File: config.mk
export PLATFORM = sky130hd
export DESIGN_NAME = latch_wr_sched
export DESIGN_NICKNAME = d
export VERILOG_FILES = /design/src/rtl/latch_wr_sched_pkg.sv /design/src/rtl/latch_wr_sched_rr_arb2.sv /design/src/rtl/latch_wr_sched.sv
export SDC_FILE = /design/constraint.sdc
export NUM_CORES = 1
export LEC_CHECK = 0
export ABC_AREA = 1
export CAP_MARGIN = 20
export CORE_MARGIN = 2
export CORE_UTILIZATION = 40
export CTS_CLUSTER_DIAMETER = 50
export DETAILED_ROUTE_END_ITERATION = 12
export GPL_ROUTABILITY_DRIVEN = 0
export GPL_TIMING_DRIVEN = 0
export PLACE_DENSITY = 0.75
export SLEW_MARGIN = 5
export SYNTH_ARGS = -nofsm -noshare
export SYNTH_HDL_FRONTEND = slang
export SYNTH_HIERARCHICAL = 1
export SYNTH_SLANG_ARGS = --single-unit
export TNS_END_PERCENT = 50
File: constraint.sdc
create_clock -name clk -period 1.4 [get_ports clk]
set_input_delay 0.28 -clock clk [delete_from_list [all_inputs] [get_ports clk]]
set_output_delay 0.28 -clock clk [all_outputs]
set_load 0.02 [all_outputs]
File: src/rtl/latch_wr_sched_pkg.sv
// Shared definitions for the latch write scheduler: FSM state and grant encodings.
package latch_wr_sched_pkg;

    // Scheduler phases; every write walks SETUP -> PULSE -> HOLD and returns to IDLE.
    typedef enum logic [1:0] {
        ST_IDLE  = 2'd0,
        ST_SETUP = 2'd1,
        ST_PULSE = 2'd2,
        ST_HOLD  = 2'd3
    } state_e;

    // Grant encodings, also used as the bit index of each side in req/gnt vectors.
    localparam int GNT_A = 0;
    localparam int GNT_B = 1;

    // Largest of three phase lengths; sizes the shared phase counter.
    function automatic int max3(input int a, input int b, input int c);
        int m;
        m = (a > b) ? a : b;
        return (m > c) ? m : c;
    endfunction

endpackage

File: src/rtl/latch_wr_sched_rr_arb2.sv
// Two-input round-robin arbiter; the side not granted last time wins a tie.
module rr_arb2
    import latch_wr_sched_pkg::*;
(
    input  logic       clk,
    input  logic       rst,
    input  logic [1:0] req,
    input  logic       advance,
    output logic [1:0] gnt
);

    // Index of the side granted most recently.
    logic last_gnt;

    // Grant is combinational so ready can be returned in the request cycle.
    always_comb begin
        // NOTE: assigning a default first keeps every path driven, so no latch is inferred.
        gnt = req;
        if (req == 2'b11) begin
            gnt = (last_gnt == 1'(GNT_B)) ? 2'b01 : 2'b10;
        end
    end

    // Move the pointer only when a grant is actually consumed.
    always_ff @(posedge clk) begin
        // NOTE: reset is synchronous, so it lives inside the clocked block and uses <= like all state.
        if (rst) begin
            last_gnt <= 1'(GNT_B);
        end else if (advance && (gnt != 2'b00)) begin
            last_gnt <= gnt[GNT_B];
        end
    end

endmodule

File: src/rtl/latch_wr_sched.sv
// Write scheduler for a bank of D-latches: arbitrates two requesters and drives
// data/enable with a setup -> enable pulse -> hold sequence from flops only.
module latch_wr_sched
    import latch_wr_sched_pkg::*;
#(
    parameter int WIDTH = 8,
    parameter int DEPTH = 4,
    parameter int SETUP = 1,
    parameter int PULSE = 2,
    parameter int HOLD  = 1
) (
    input  logic                     clk,
    input  logic                     rst,
    input  logic                     a_valid,
    input  logic [$clog2(DEPTH)-1:0] a_addr,
    input  logic [WIDTH-1:0]         a_data,
    output logic                     a_ready,
    input  logic                     b_valid,
    input  logic [$clog2(DEPTH)-1:0] b_addr,
    input  logic [WIDTH-1:0]         b_data,
    output logic                     b_ready,
    output logic                     done,
    output logic                     busy,
    output logic [WIDTH-1:0]         lat_d,
    output logic [DEPTH-1:0]         lat_c
);

    localparam int AW = $clog2(DEPTH);
    localparam int CW = $clog2(max3(SETUP, PULSE, HOLD) + 1);

    typedef logic [CW-1:0] cnt_t;

    localparam cnt_t SETUP_LAST = cnt_t'(SETUP - 1);
    localparam cnt_t PULSE_LAST = cnt_t'(PULSE - 1);
    localparam cnt_t HOLD_LAST  = cnt_t'(HOLD - 1);
    // Counter value one cycle before the final HOLD cycle (only meaningful when HOLD > 1).
    localparam cnt_t HOLD_PRE   = cnt_t'((HOLD > 1) ? HOLD - 2 : 0);

    state_e           state;
    cnt_t             cnt;
    logic [AW-1:0]    cap_addr;
    logic [1:0]       gnt;
    logic             accept;
    logic [AW-1:0]    sel_addr;
    logic [WIDTH-1:0] sel_data;
    logic [DEPTH-1:0] pulse_onehot;

    // Requests are only taken in IDLE and never while reset is held.
    assign accept  = (state == ST_IDLE) && !rst;
    assign a_ready = accept && gnt[GNT_A];
    assign b_ready = accept && gnt[GNT_B];

    rr_arb2 u_arb (
        .clk     (clk),
        .rst     (rst),
        .req     ({b_valid, a_valid}),
        .advance (accept),
        .gnt     (gnt)
    );

    // Winner's address and data, sampled on the accepting edge.
    assign sel_addr = gnt[GNT_B] ? b_addr : a_addr;
    assign sel_data = gnt[GNT_B] ? b_data : a_data;

    // Address decoder for the captured target register.
    always_comb begin
        pulse_onehot           = '0;
        pulse_onehot[cap_addr] = 1'b1;
    end

    // Phase FSM with registered bus, enable, done and busy outputs.
    always_ff @(posedge clk) begin
        if (rst) begin
            state    <= ST_IDLE;
            cnt      <= '0;
            cap_addr <= '0;
            lat_d    <= '0;
            lat_c    <= '0;
            done     <= 1'b0;
            busy     <= 1'b0;
        end else begin
            unique case (state)
                ST_IDLE: begin
                    if (a_ready || b_ready) begin
                        state    <= ST_SETUP;
                        cnt      <= '0;
                        cap_addr <= sel_addr;
                        lat_d    <= sel_data;
                        busy     <= 1'b1;
                    end
                end
                ST_SETUP: begin
                    if (cnt == SETUP_LAST) begin
                        state <= ST_PULSE;
                        cnt   <= '0;
                        lat_c <= pulse_onehot;
                    end else begin
                        cnt <= cnt + cnt_t'(1);
                    end
                end
                ST_PULSE: begin
                    if (cnt == PULSE_LAST) begin
                        state <= ST_HOLD;
                        cnt   <= '0;
                        lat_c <= '0;
                        done  <= (HOLD == 1);
                    end else begin
                        cnt <= cnt + cnt_t'(1);
                    end
                end
                ST_HOLD: begin
                    if (cnt == HOLD_LAST) begin
                        state <= ST_IDLE;
                        cnt   <= '0;
                        done  <= 1'b0;
                        busy  <= 1'b0;
                    end else begin
                        cnt  <= cnt + cnt_t'(1);
                        done <= (cnt == HOLD_PRE);
                    end
                end
                default: state <= ST_IDLE;
            endcase
        end
    end

endmodule

==> impl_metrics.tcl <==
set metrics [dict create \
    status "finished with violations" \
    violations "negative setup slack" \
    instances_no_fill 248 \
    required_ns 1.12 \
    cts-root-buf "clkbuf_4" \
    synth_flop_cell "dfxtp_1" \
    path_clk_slew_ns 0.12 \
    timing.rr.end "state[0]" \
    drc 0 \
    synth_warnings 6 \
    avgViaCountPerCell 5.10 \
    vias 1265 \
    final-setup-viol-count 8 \
    p_leak_nw 0.886 \
    post_drt_wl_per_cell_um 13.3 \
    path_common_cell "inv_4" \
    grt_max_degree 12 \
    grt_usage_pct 20.3 \
    clock_sinks 21 \
    synth_mux_area_share_pct 7.42 \
    finalNetCount 251 \
    pre_cts_ws_ns -0.827 \
    area_growth_pct 55.8 \
    startpoint "state[1]" \
    synthCells 160 \
    r2r_start "state[1]" \
    n_fill_cell 218 \
    hold_class "input pin to flop" \
    max_clock_freq_ghz 0.669 \
    clock_latency_ns 0.32 \
    clock_path_buffers 2 \
    avgSynthCellArea_um2 7.59 \
    yosysMostFrequentCell "nor2_1" \
    cp_max_fo 4 \
    cp-endpoint "b_ready" \
    synth_simple_gate_area_share_pct 25.6 \
    detailed_place_hpwl_mm 2.22 \
    synth-async-reset-ratio_pct 0 \
    die_x_um 59.1 \
    die-height_um 59.1 \
    crit_path_end_kind "primary output" \
    io_buffer_count 39 \
    grt_pass1_vias 1199 \
    grt_pass1_wl_mm 5.27 \
    cts_inserted_buffers 3 \
    vdd_drop_max_mv 1.02 \
    criticalPathCategory "flop to primary output" \
    yosys.area.top_type "dfxtp_1" \
    min_period_ns 1.49 \
    crit_path_cell_trace "inv_4, ha_4, nand3_4, inv_4, buf_6" \
    r2r_slack_ns -0.06 \
    slew_viol_final 0 \
    critPathMaxStageDelay_ns 0.38 \
    start_util_pct 42.9 \
    skew_ns 0.00222 \
    place_area_mm2 0.00165 \
    synth_fa_ha_area_share_pct 9.28 \
    antenna_cells 0 \
    cap_violations 0 \
    finalHoldViolations 0 \
    slowest_stage "dfxtp_4" \
    synth_area_leaders "dfxtp_1 35%, ha_1 9.3%, mux2_2 7.4%" \
    rows 19 \
    grt_overflow 0 \
    core_region_area_mm2 0.00283 \
    synth_edf_count 0 \
    io_pins 40 \
    hold_ws_ns 0.423 \
    antenna_left 0 \
    multi_input_area_um2 768 \
    synth_xor_xnor_area_share_pct 0 \
    ys_ff_latch 21 \
    synth_top_family_by_area "simple AND/OR/NAND/NOR gates" \
    hold_buffers 0 \
    drive_above_1_share_pct 30.9 \
    worst_slew_pin_slew_ns 0.629 \
    synthDistinctLibCells 25 \
    ys_top_cells_by_count "22 x nor2_1, 21 x dfxtp_1, 21 x nand2_1" \
    startpoint_type "flop" \
    r2r_cells 9 \
    synth_compound_area_share_pct 12.8 \
    power_w 0.00295 \
    synth_nets 193 \
    fin_ws_ns -0.0939 \
    worstPathArrival_ns 1.21 \
    syn_area_mm2 0.00121 \
    ys_seq_area_share_pct 34.6 \
    cts_max_level 1 \
    drt_wl_total_mm 3.29 \
    final-seq-area_um2 428 \
    dr.first_iter.drc_count 23 \
    yosys.area.top_type_share_pct 34.6 \
    cts_tree "done" \
    place_inst 230 \
    rsz0062_at_grt "yes" \
    dieArea_mm2 0.00349 \
    slew_headroom_pct 58.1 \
    design_area_mm2 0.00189 \
    fin_crit_sh_pct 107 \
    powerDensity_mw_per_mm2 1560 \
    antenna_found_initial 0 \
    dr.pass1.iters 5 \
]
-- sequential cells by signal, summed over array words and instances, names as in the netlist --
register and count:
state 2, u_arb/last_gnt 1, cap_addr 2, lat_c 4
lat_d 8, busy 1, cnt 2, done 1
-- routing by layer --
layer / vias to the layer above / GRT usage [%] / share of wire, %
met3: 17 / 5.46 / 6.1
met4: 0 / 7.47 / 3.9
li1: 633 / - / -
met2: 50 / 38.3 / 52
met1: 565 / 21.2 / 38
met5: - / 0 / 0
-- report_power, final --
group	internal (W)	switching (W)
Sequential	0.000759	0.000108
Clock	0.000112	0.000194
Combinational	0.000785	0.000988
Total	0.00166	0.00129
-- cells in the final DEF, fill, tap and decap left out --
master / n
buf_6: 5
a211oi_1: 1
mux2_2: 8
clkdlybuf4s50_1: 20
nor2_1: 22
o21ai_0: 6
a21boi_4: 1
o21ai_1: 6
and2_4: 1
nand2_1: 18
nand4_1: 3
a21oi_1: 9
dfxtp_1: 17
buf_4: 14
nand3_1: 6
clkbuf_1: 2
nand3_4: 2
nor2_4: 1
dfxtp_4: 1
nand3_2: 3
ha_2: 1
clkinv_1: 1
dlygate4sd2_1: 17
inv_2: 4
inv_4: 5
dfxtp_2: 3
o21ai_2: 7
nor2_8: 1
nor3_1: 2
inv_1: 15
clkbuf_4: 3
inv_6: 1
nand2_2: 3
ha_4: 3
ha_1: 5
-- what timing repair did --
item,CTS,global route
gates resized for setup,49,22
endpoints found under the hold margin,0,0
pin swaps,2,6
cloned,0,1
buffers inserted,10,4
setup endpoints to repair,33,21
-- worst max-delay path: cells and delay by family (launching register included) --
| kind | cells | cell delay (ns) |
|---|---|---|
| DFF | 1 | 0.38 |
| adders and majority gates | 1 | 0.17 |
| buffers and inverters | 3 | 0.25 |
| and+or+nand+nor | 1 | 0.10 |
-- cell type report --
| class | count | share of cell area [%] |
|---|---|---|
| well taps | 31 | 2.05 |
| flip-flops and latches | 21 | 22.6 |
| inverters | 26 | 6.09 |
| plain buffers | 3 | 1.39 |
| repair buffers | 54 | 25.8 |
| multi-input cells | 109 | 40.6 |
| clock buffers | 4 | 1.39 |
-- kinds of logic after synthesis --
kind of cell	after synthesis
compound gates	30
fa+ha+maj	9
buf+inv	30
flops	21
mux	8
simple gates	62
-- through the flow --
stage	setup TNS, ns	util, %
after floorplan	0	-
after global placement	-7.69	58.2
after detailed placement	-8.55	58.2
after CTS	-0.144	63.0
after global routing	-1.35	66.8
final	-0.289	66.8
-- how the worst min path moves through the flow --
stage                     startpoint              to  cells past startpoint
after floorplan                  rst          cnt[1]                      1
after global placement      lat_c[3]        lat_c[3]                      2
after detailed placement    lat_c[2]        lat_c[2]                      2
after CTS                    a_valid  u_arb/last_gnt                      4
after global routing         a_valid  u_arb/last_gnt                      4
final                        a_valid  u_arb/last_gnt                      4
Note: power is estimated with default switching activity, not from simulation.
